## src/rtl/bcd_tmr_ctrl.sv

```systemverilog
// Four-digit BCD up/down timer controller with terminal-count detection,
// optional auto-reload and a sticky error flag for non-BCD presets.
module bcd_tmr_ctrl (
   input  logic        CLK,
   input  logic        CDN,
   input  logic        LD,
   input  logic [15:0] P,
   input  logic        DNUP,
   input  logic        START,
   input  logic        STOP,
   input  logic        ARL,
   input  logic        TICK,
   output logic [15:0] Q,
   output logic        RUN,
   output logic        DONE,
   output logic        TC,
   output logic        ERR
);

   typedef enum logic [1:0] {
      S_IDLE,
      S_RUN,
      S_PAUSE,
      S_DONE
   } state_t;

   state_t      r_state;
   state_t      w_nextState;

   logic [15:0] r_q;
   logic [15:0] r_lim;
   logic        r_dir;
   logic        r_tc;
   logic        r_err;
   logic        r_reload;

   logic [15:0] w_s;
   logic [15:0] w_t;
   logic [15:0] w_step;
   logic        w_pValid;
   logic        w_ldAct;
   logic        w_startAct;
   logic        w_stopAct;
   logic        w_stepEn;
   logic        w_qAtT;
   logic        w_stepHitsT;

   function automatic logic [15:0] bcdInc(input logic [15:0] v);
      logic [15:0] r;
      logic        carry;
      r     = v;
      carry = 1'b1;
      for (int i = 0; i < 4; i++) begin
         if (carry) begin
            if (r[4*i +: 4] == 4'd9) begin
               r[4*i +: 4] = 4'd0;
            end else begin
               r[4*i +: 4] = r[4*i +: 4] + 4'd1;
               carry       = 1'b0;
            end
         end
      end
      return r;
   endfunction

   function automatic logic [15:0] bcdDec(input logic [15:0] v);
      logic [15:0] r;
      logic        borrow;
      r      = v;
      borrow = 1'b1;
      for (int i = 0; i < 4; i++) begin
         if (borrow) begin
            if (r[4*i +: 4] == 4'd0) begin
               r[4*i +: 4] = 4'd9;
            end else begin
               r[4*i +: 4] = r[4*i +: 4] - 4'd1;
               borrow      = 1'b0;
            end
         end
      end
      return r;
   endfunction

   function automatic logic bcdValid(input logic [15:0] v);
      logic ok;
      ok = 1'b1;
      for (int i = 0; i < 4; i++) begin
         if (v[4*i +: 4] > 4'd9) begin
            ok = 1'b0;
         end
      end
      return ok;
   endfunction

   // Start/terminal values depend on the latched direction, not the live DNUP pin.
   always_comb begin
      w_s         = r_dir ? r_lim : 16'h0000;
      w_t         = r_dir ? 16'h0000 : r_lim;
      w_step      = r_dir ? bcdDec(r_q) : bcdInc(r_q);
      w_pValid    = bcdValid(P);
      w_qAtT      = (r_q == w_t);
      w_stepHitsT = (w_step == w_t);
      w_ldAct     = LD && (r_state != S_RUN);
      w_stopAct   = STOP && (r_state == S_RUN);
      w_startAct  = !w_ldAct && START &&
                    ((r_state == S_IDLE) || (r_state == S_PAUSE));
      w_stepEn    = (r_state == S_RUN) && TICK && !STOP;
   end

   always_ff @(posedge CLK or negedge CDN) begin
      if (!CDN) begin
         r_state <= S_IDLE;
      end else begin
         r_state <= w_nextState;
      end
   end

   always_comb begin
      w_nextState = r_state;
      case (r_state)
         S_IDLE, S_PAUSE: begin
            if (w_ldAct) begin
               if (w_pValid) begin
                  w_nextState = S_IDLE;
               end
            end else if (w_startAct) begin
               w_nextState = w_qAtT ? S_DONE : S_RUN;
            end
         end
         S_RUN: begin
            if (w_stopAct) begin
               w_nextState = S_PAUSE;
            end else if (w_stepEn && !r_reload && w_stepHitsT && !ARL) begin
               w_nextState = S_DONE;
            end
         end
         S_DONE: begin
            if (w_ldAct && w_pValid) begin
               w_nextState = S_IDLE;
            end
         end
         default: w_nextState = S_IDLE;
      endcase
   end

   // A pending reload replaces the next step with a jump back to the start value.
   always_ff @(posedge CLK or negedge CDN) begin
      if (!CDN) begin
         r_q      <= 16'h0000;
         r_lim    <= 16'h0000;
         r_dir    <= 1'b0;
         r_tc     <= 1'b0;
         r_err    <= 1'b0;
         r_reload <= 1'b0;
      end else begin
         r_tc <= 1'b0;
         if (w_ldAct) begin
            if (w_pValid) begin
               r_lim    <= P;
               r_dir    <= DNUP;
               r_q      <= DNUP ? P : 16'h0000;
               r_err    <= 1'b0;
               r_reload <= 1'b0;
            end else begin
               r_err <= 1'b1;
            end
         end else if (w_startAct) begin
            r_reload <= 1'b0;
            if (w_qAtT) begin
               r_tc <= 1'b1;
            end
         end else if (w_stopAct) begin
            r_reload <= 1'b0;
         end else if (w_stepEn) begin
            if (r_reload) begin
               r_q      <= w_s;
               r_reload <= 1'b0;
            end else begin
               r_q <= w_step;
               if (w_stepHitsT) begin
                  r_tc     <= 1'b1;
                  r_reload <= ARL;
               end
            end
         end
      end
   end

   always_comb begin
      Q    = r_q;
      RUN  = (r_state == S_RUN);
      DONE = (r_state == S_DONE);
      TC   = r_tc;
      ERR  = r_err;
   end

endmodule
```

## config.mk

```make
export PLATFORM = sky130hd
export DESIGN_NAME = bcd_tmr_ctrl
export DESIGN_NICKNAME = d
export VERILOG_FILES = /design/src/rtl/bcd_tmr_ctrl.sv
export SDC_FILE = /design/constraint.sdc
export NUM_CORES = 1
export LEC_CHECK = 0
export CORE_MARGIN = 10
export CORE_UTILIZATION = 45
export CTS_CLUSTER_DIAMETER = 120
export DETAILED_ROUTE_END_ITERATION = 8
export GPL_ROUTABILITY_DRIVEN = 0
export PLACE_DENSITY = 0.78
export SYNTH_ARGS = -nofsm -noshare
export SYNTH_HDL_FRONTEND = slang
export SYNTH_SLANG_ARGS = --single-unit
```

## constraint.sdc

```tcl
create_clock -name CLK -period 3.45 [get_ports CLK]
set_clock_uncertainty 0.15 [all_clocks]
set_input_delay 0.5175 -clock CLK [delete_from_list [all_inputs] [get_ports CLK]]
set_output_delay 0.5175 -clock CLK [all_outputs]
set_load 0.01 [all_outputs]
```

# Yosys cells after proc, flatten, opt, wreduce, memory -nomap -nowiden
# Cells that the tools add are included.
[classes] addsub=8 order_cmp=4 eq_ne=17 mux=61 n_reduce_logical=27
[ops] operator="2-to-1 mux 16 bit" n=10
[ops] operator="2-to-1 mux 4 bit" n=14
[ops] operator="== test 16 bit" n=2
[ops] operator="2-to-1 mux 1 bit" n=29
[ops] operator="adder 4 x 1 -> 4 bit, second input constant" n=4
[ops] operator="== test 4 bit, second input constant" n=4
[ops] operator="> comparator 4 bit, second input constant" n=4
[ops] operator="zero test 4 bit" n=4
[ops] operator="subtractor 4 x 1 -> 4 bit, second input constant" n=4
[ops] operator="2-to-1 mux 2 bit" n=7
[ops] operator="logical AND 1 bit" n=10
[ops] operator="AND reduction 4 bit" n=2
[ops] operator="inequality test 2 bit, second input constant" n=3
[ops] operator="inequality test 3 bit, second input constant" n=2
[ops] operator="one-hot mux 2 bit (3 select lines)" n=1
[ops] operator="== test 2 bit, second input constant" n=2
[ops] operator="zero test 1 bit" n=4
[ops] operator="inequality test 2 x 1 -> 1 bit, second input constant" n=2
[ops] operator="AND reduction 2 bit" n=2
[ops] operator="nonzero test 4 bit" n=1
[ops] operator="inequality test 3 x 1 -> 1 bit, second input constant" n=1
[ops] operator="== test 2 x 1 -> 1 bit, second input constant" n=1
[ops] operator="zero test 2 bit" n=1
[ops] operator="nonzero test 2 bit" n=1
[ops] operator="other kinds (2)" n=2
[word_totals] regBits=38 out_inout_bits=20 word_cells=124

# Logic depth before layout (Yosys ltp)
[depth] word_depth=13 depth_mapped=12 depth_no_buf=8

# Worst setup path before layout
# No wires, ideal clock.
[synth_path] path_kind="register to register" startpoint="register r_q[3] (netlist: Q[3])" endpoint="register r_state[1]" arrival_time_ns=2.459 required_time_ns=3.222 path_slack_ns=0.763 stages_incl_launch_ff=11 synth_period_minus_slack_ns=2.687 cell_sequence="dfrtp_1 -> buf_6 -> buf_2 -> nor4b_1 -> o21ai_0 -> mux2i_1 -> a2111oi_0 -> nand4_1 -> nor4_4 -> nand4b_1 -> a21oi_1"
[synth_via] elab_chain_len=11 word_cells_on_any_way=29 cone_classes="add/sub: 2; eq/ne: 4; mux: 19; reduce/logical: 4"
[synth_lines] item="start: declaration" line="30" rtl="logic [15:0] r_q;"
[synth_lines] item="start signal: assignment" line="161" rtl="r_q <= DNUP ? P : 16'h0000;"
[synth_lines] item="start signal: assignment" line="176" rtl="r_q <= w_s;"
[synth_lines] item="start signal: assignment" line="179" rtl="r_q <= w_step;"
[synth_lines] item="== test 4 bit / zero test 4 bit (equally long branches)" line="55, 73"
[synth_lines] item="2-to-1 mux 1 bit (on tied branches)" line="55, 73"
[synth_lines] item="2-to-1 mux 1 bit (on tied branches) (2 in series)" line="54, 72"
[synth_lines] item="2-to-1 mux 4 bit (on tied branches)" line="54, 72"
[synth_lines] item="2-to-1 mux 16 bit" line="99" rtl="w_step = r_dir ? bcdDec(r_q) : bcdInc(r_q);"
[synth_lines] item="== test 16 bit" line="102" rtl="w_stepHitsT = (w_step == w_t);"
[synth_lines] item="logical AND 1 bit (2 in series)" line="133" rtl="end else if (w_stepEn && !r_reload && w_stepHitsT && !ARL) begin"
[synth_lines] item="inequality test 3 x 1 -> 1 bit (no line)"
[synth_lines] item="AND reduction 4 bit (no line)"
[synth_lines] item="end signal: assignment" line="114" rtl="r_state <= w_nextState;"
[synth_lines] item="end: declaration" line="27" rtl="state_t r_state;"
# Parallel ways exist; a longest one is shown, timed or not. The select of a mux whose other input is x is not followed.
# A chain may end at the register's enable or synchronous reset.

# Final worst setup path
[layout_path] startpoint="register r_q[1] (netlist: Q[1])" endpoint="register r_state[1]"
# The elaborated chain is that of the path after synthesis.

==> impl_metrics.tcl <==
set metrics [dict create \
    status "complete, no violations" \
    htree_levels 2 \
    worstPathCellList "nor2_2 > nand4_1 > and4b_1 > a2111oi_0 > nand4_1 > nor4_4 > nand4b_1 > a21oi_1" \
    ys_warn_count 0 \
    maxCapViolCount 0 \
    first_iter_violations 512 \
    synth.top_cells.by_area "dfrtp_1 (24%), nor2_1 (5.0%), mux2_2 (4.3%)" \
    wire_per_inst_um 19.2 \
    ys_seq_area_frac 0.240 \
    crit_top_cell "nand4_1" \
    holdWs_ps 180 \
    ir_worst_vdd_mv 0.481 \
    hold_viol_final 0 \
    yosys.cell_count.top_type "nor2_1" \
    row_count 34 \
    cts_tree "built" \
    power_mw 4.33 \
    synth_edf_count 0 \
    crit_buf_inv 0 \
    cts_max_path_buffers 2 \
    crit_type "flip-flop to flip-flop" \
    synthesis.instances 515 \
    syn_nets 539 \
    yosysTopAreaCell "dfrtp_1" \
    vias 4271 \
    grt_pass1_wl_um 20200 \
    cts_setup_buffers 0 \
    synth_cell_types 80 \
    avgViaCountPerCell 6.66 \
    dieWidth_um 114 \
    antenna_cells 0 \
    leakagePower_nw 1.64 \
    numCtsBuffers 5 \
    rsz0062_at_grt "no" \
    syn_area_sq_um 3960 \
    synthFlopType "dfrtp_1" \
    drive_above_1_share 0.118 \
    die_h_um 114 \
    remaining_drc_errors 0 \
    grt_pass1_vias 4037 \
    cp_data_required_time_ps 3520 \
    boundaryPins 44 \
    start_util 0.458 \
    synth_top_cell_area_share 0.240 \
    clkTransAtPathRegs_ps 80 \
    min_period_ps 3170 \
    cp_max_fo 20 \
    cts_hold_buf 0 \
    core_area_sq_um 8640 \
    cp-start-kind "flip-flop" \
    drt_first_pass_iters 6 \
    antenna_found_initial 0 \
    finalWorstSetupSlack_ps 278 \
    finalSetupViolCount 0 \
    finalCritPeriodShare 0.919 \
    cts_resized 0 \
    die_area_sq_um 12900 \
    layout.nets 556 \
    critPathCaptureType "flip-flop" \
    slowest_delay_ps 660 \
    wirelength_um 12300 \
    root_buffer "clkbuf_8" \
    clock_sinks 38 \
    grt-ovfl-total 0 \
    slowest_stage "dfrtp_1" \
    synth_seq_cells 38 \
    cpLargestDelayFamily "simple AND/OR/NAND/NOR gates" \
    tns_ps 0 \
    synthToLayoutAreaGrowth_pct 14.4 \
    port_buffers 43 \
    avgSynthCellArea_sq_um 7.68 \
    clk_latency_ps 300 \
    worst_pin_slew_ps 854 \
    power.density_nw_per_um2 956 \
    crit_arrival_ps 3240 \
    post-place-ws_ps 405 \
    maxSlewHeadroom 0.416 \
    grt_start_max_net_pins 39 \
    fmax_ghz 0.315 \
    final_max_slew_viol_count 0 \
    ant_nets 0 \
    grt_usage 0.183 \
    yosys-top-cells-count "nor2_1 (53), nand2_1 (39), dfrtp_1 (38), clkbuf_1 (34), o21ai_0 (33)" \
    dp_hpwl_um 9110 \
    synthArstFlopShare 1.00 \
    holdCritPathClass "primary input to asynchronous set/reset pin" \
]
## metal layers
layer | up-vias | global-route usage | share of wire
li1 | 1977 | - | -
met1 | 2011 | 0.247 | 0.43
met2 | 244 | 0.279 | 0.45
met3 | 39 | 0.0310 | 0.085
met4 | 0 | 0.0829 | 0.033
met5 | - | 0 | 0
## cells in the final DEF (no fill, tap or decap), drive strengths merged, types with 3 or more instances in the layout
master	Yosys	final
or4	3	3
buf	19	22
nor4	8	8
nor2	54	54
nand4	14	14
nor2b	12	12
and4	3	3
a221o	3	3
a21oi	28	28
clkbuf	35	6
nor3	17	17
dfrtp	38	38
inv	11	11
a211oi	3	3
and4b	3	3
o21a	4	4
and3	5	5
nand2	39	39
a31oi	22	22
o21ai	35	35
nor4b	7	7
a21o	4	4
o211ai	5	5
o311ai	5	5
o32ai	8	8
nor4bb	3	3
clkdlybuf4s50	0	42
a221oi	4	4
o31ai	7	7
mux2i	5	5
nand3	18	18
or2	3	3
o22ai	4	4
nand3b	3	3
nand2b	6	6
mux2	15	15
xor2	5	5
xnor2	16	16
a2111oi	3	3
nand4b	3	3
## where the power goes
group | internal, mW | switching, mW
clock network | 0.161 | 0.163
registers | 0.641 | 0.649
logic | 1.28 | 1.43
## layout make-up
cell class | instances | area, sq um
clock buffers | 6 | 82.6
clock inverters | 2 | 12.5
fillers | 797 | 4110
inverters | 12 | 45.0
multi-input cells | 411 | 2710
flip-flops and latches | 38 | 951
well taps | 108 | 135
repair buffers | 64 | 583
## sequential cells by signal, indices dropped and copies added (netlist names)
register  flops
TC            1
r_dir         1
r_reload      1
ERR           1
Q            16
r_lim        16
r_state       2
## path summary, 6_finish.rpt
check | start | endpoint | slack [ps] | depth (start not counted)
worst max-delay path | Q[1]$_DFFE_PN0P_ | r_state[1]$_DFFE_PN0P_ | 280 | 8
worst min-delay path | CDN | Q[2]$_DFFE_PN0P_ | 180 | 1
worst max register to register | Q[1]$_DFFE_PN0P_ | r_state[1]$_DFFE_PN0P_ | 280 | 8
worst min register to register | ERR$_DFFE_PN0P_ | ERR$_DFFE_PN0P_ | 360 | 2
max in group asynchronous | CDN | Q[8]$_DFFE_PN0P_ | 2430 | 1
min in group CLK | ERR$_DFFE_PN0P_ | ERR$_DFFE_PN0P_ | 360 | 2
## worst register-to-register path, delay by kind of cell (launching register included)
family,cells,cell delay [ps]
DFF,1,660
AOI/OAI and AO/OA,2,560
and+or+nand+nor,6,1730
## cell families after synthesis
| logic type | count (synthesis) | share of synthesized area |
|---|---|---|
| AOI/OAI and AO/OA | 157 | 0.270 |
| xor gates and xnor gates | 21 | 0.0465 |
| buffers and inverters | 66 | 0.0734 |
| DFF | 38 | 0.240 |
| muxes | 20 | 0.0554 |
| and+or+nand+nor | 213 | 0.314 |
## per-stage QoR
step           instance area [sq um]   util  instances
2_1_floorplan                   3960      -        515
3_3_place_gp                    4430  0.513        633
3_5_place_dp                    4430  0.513        633
4_1_cts                         4520  0.524        641
5_1_grt                         4520  0.524        641
6_report                        4520  0.524        641
(Power assumes the default switching activity.)
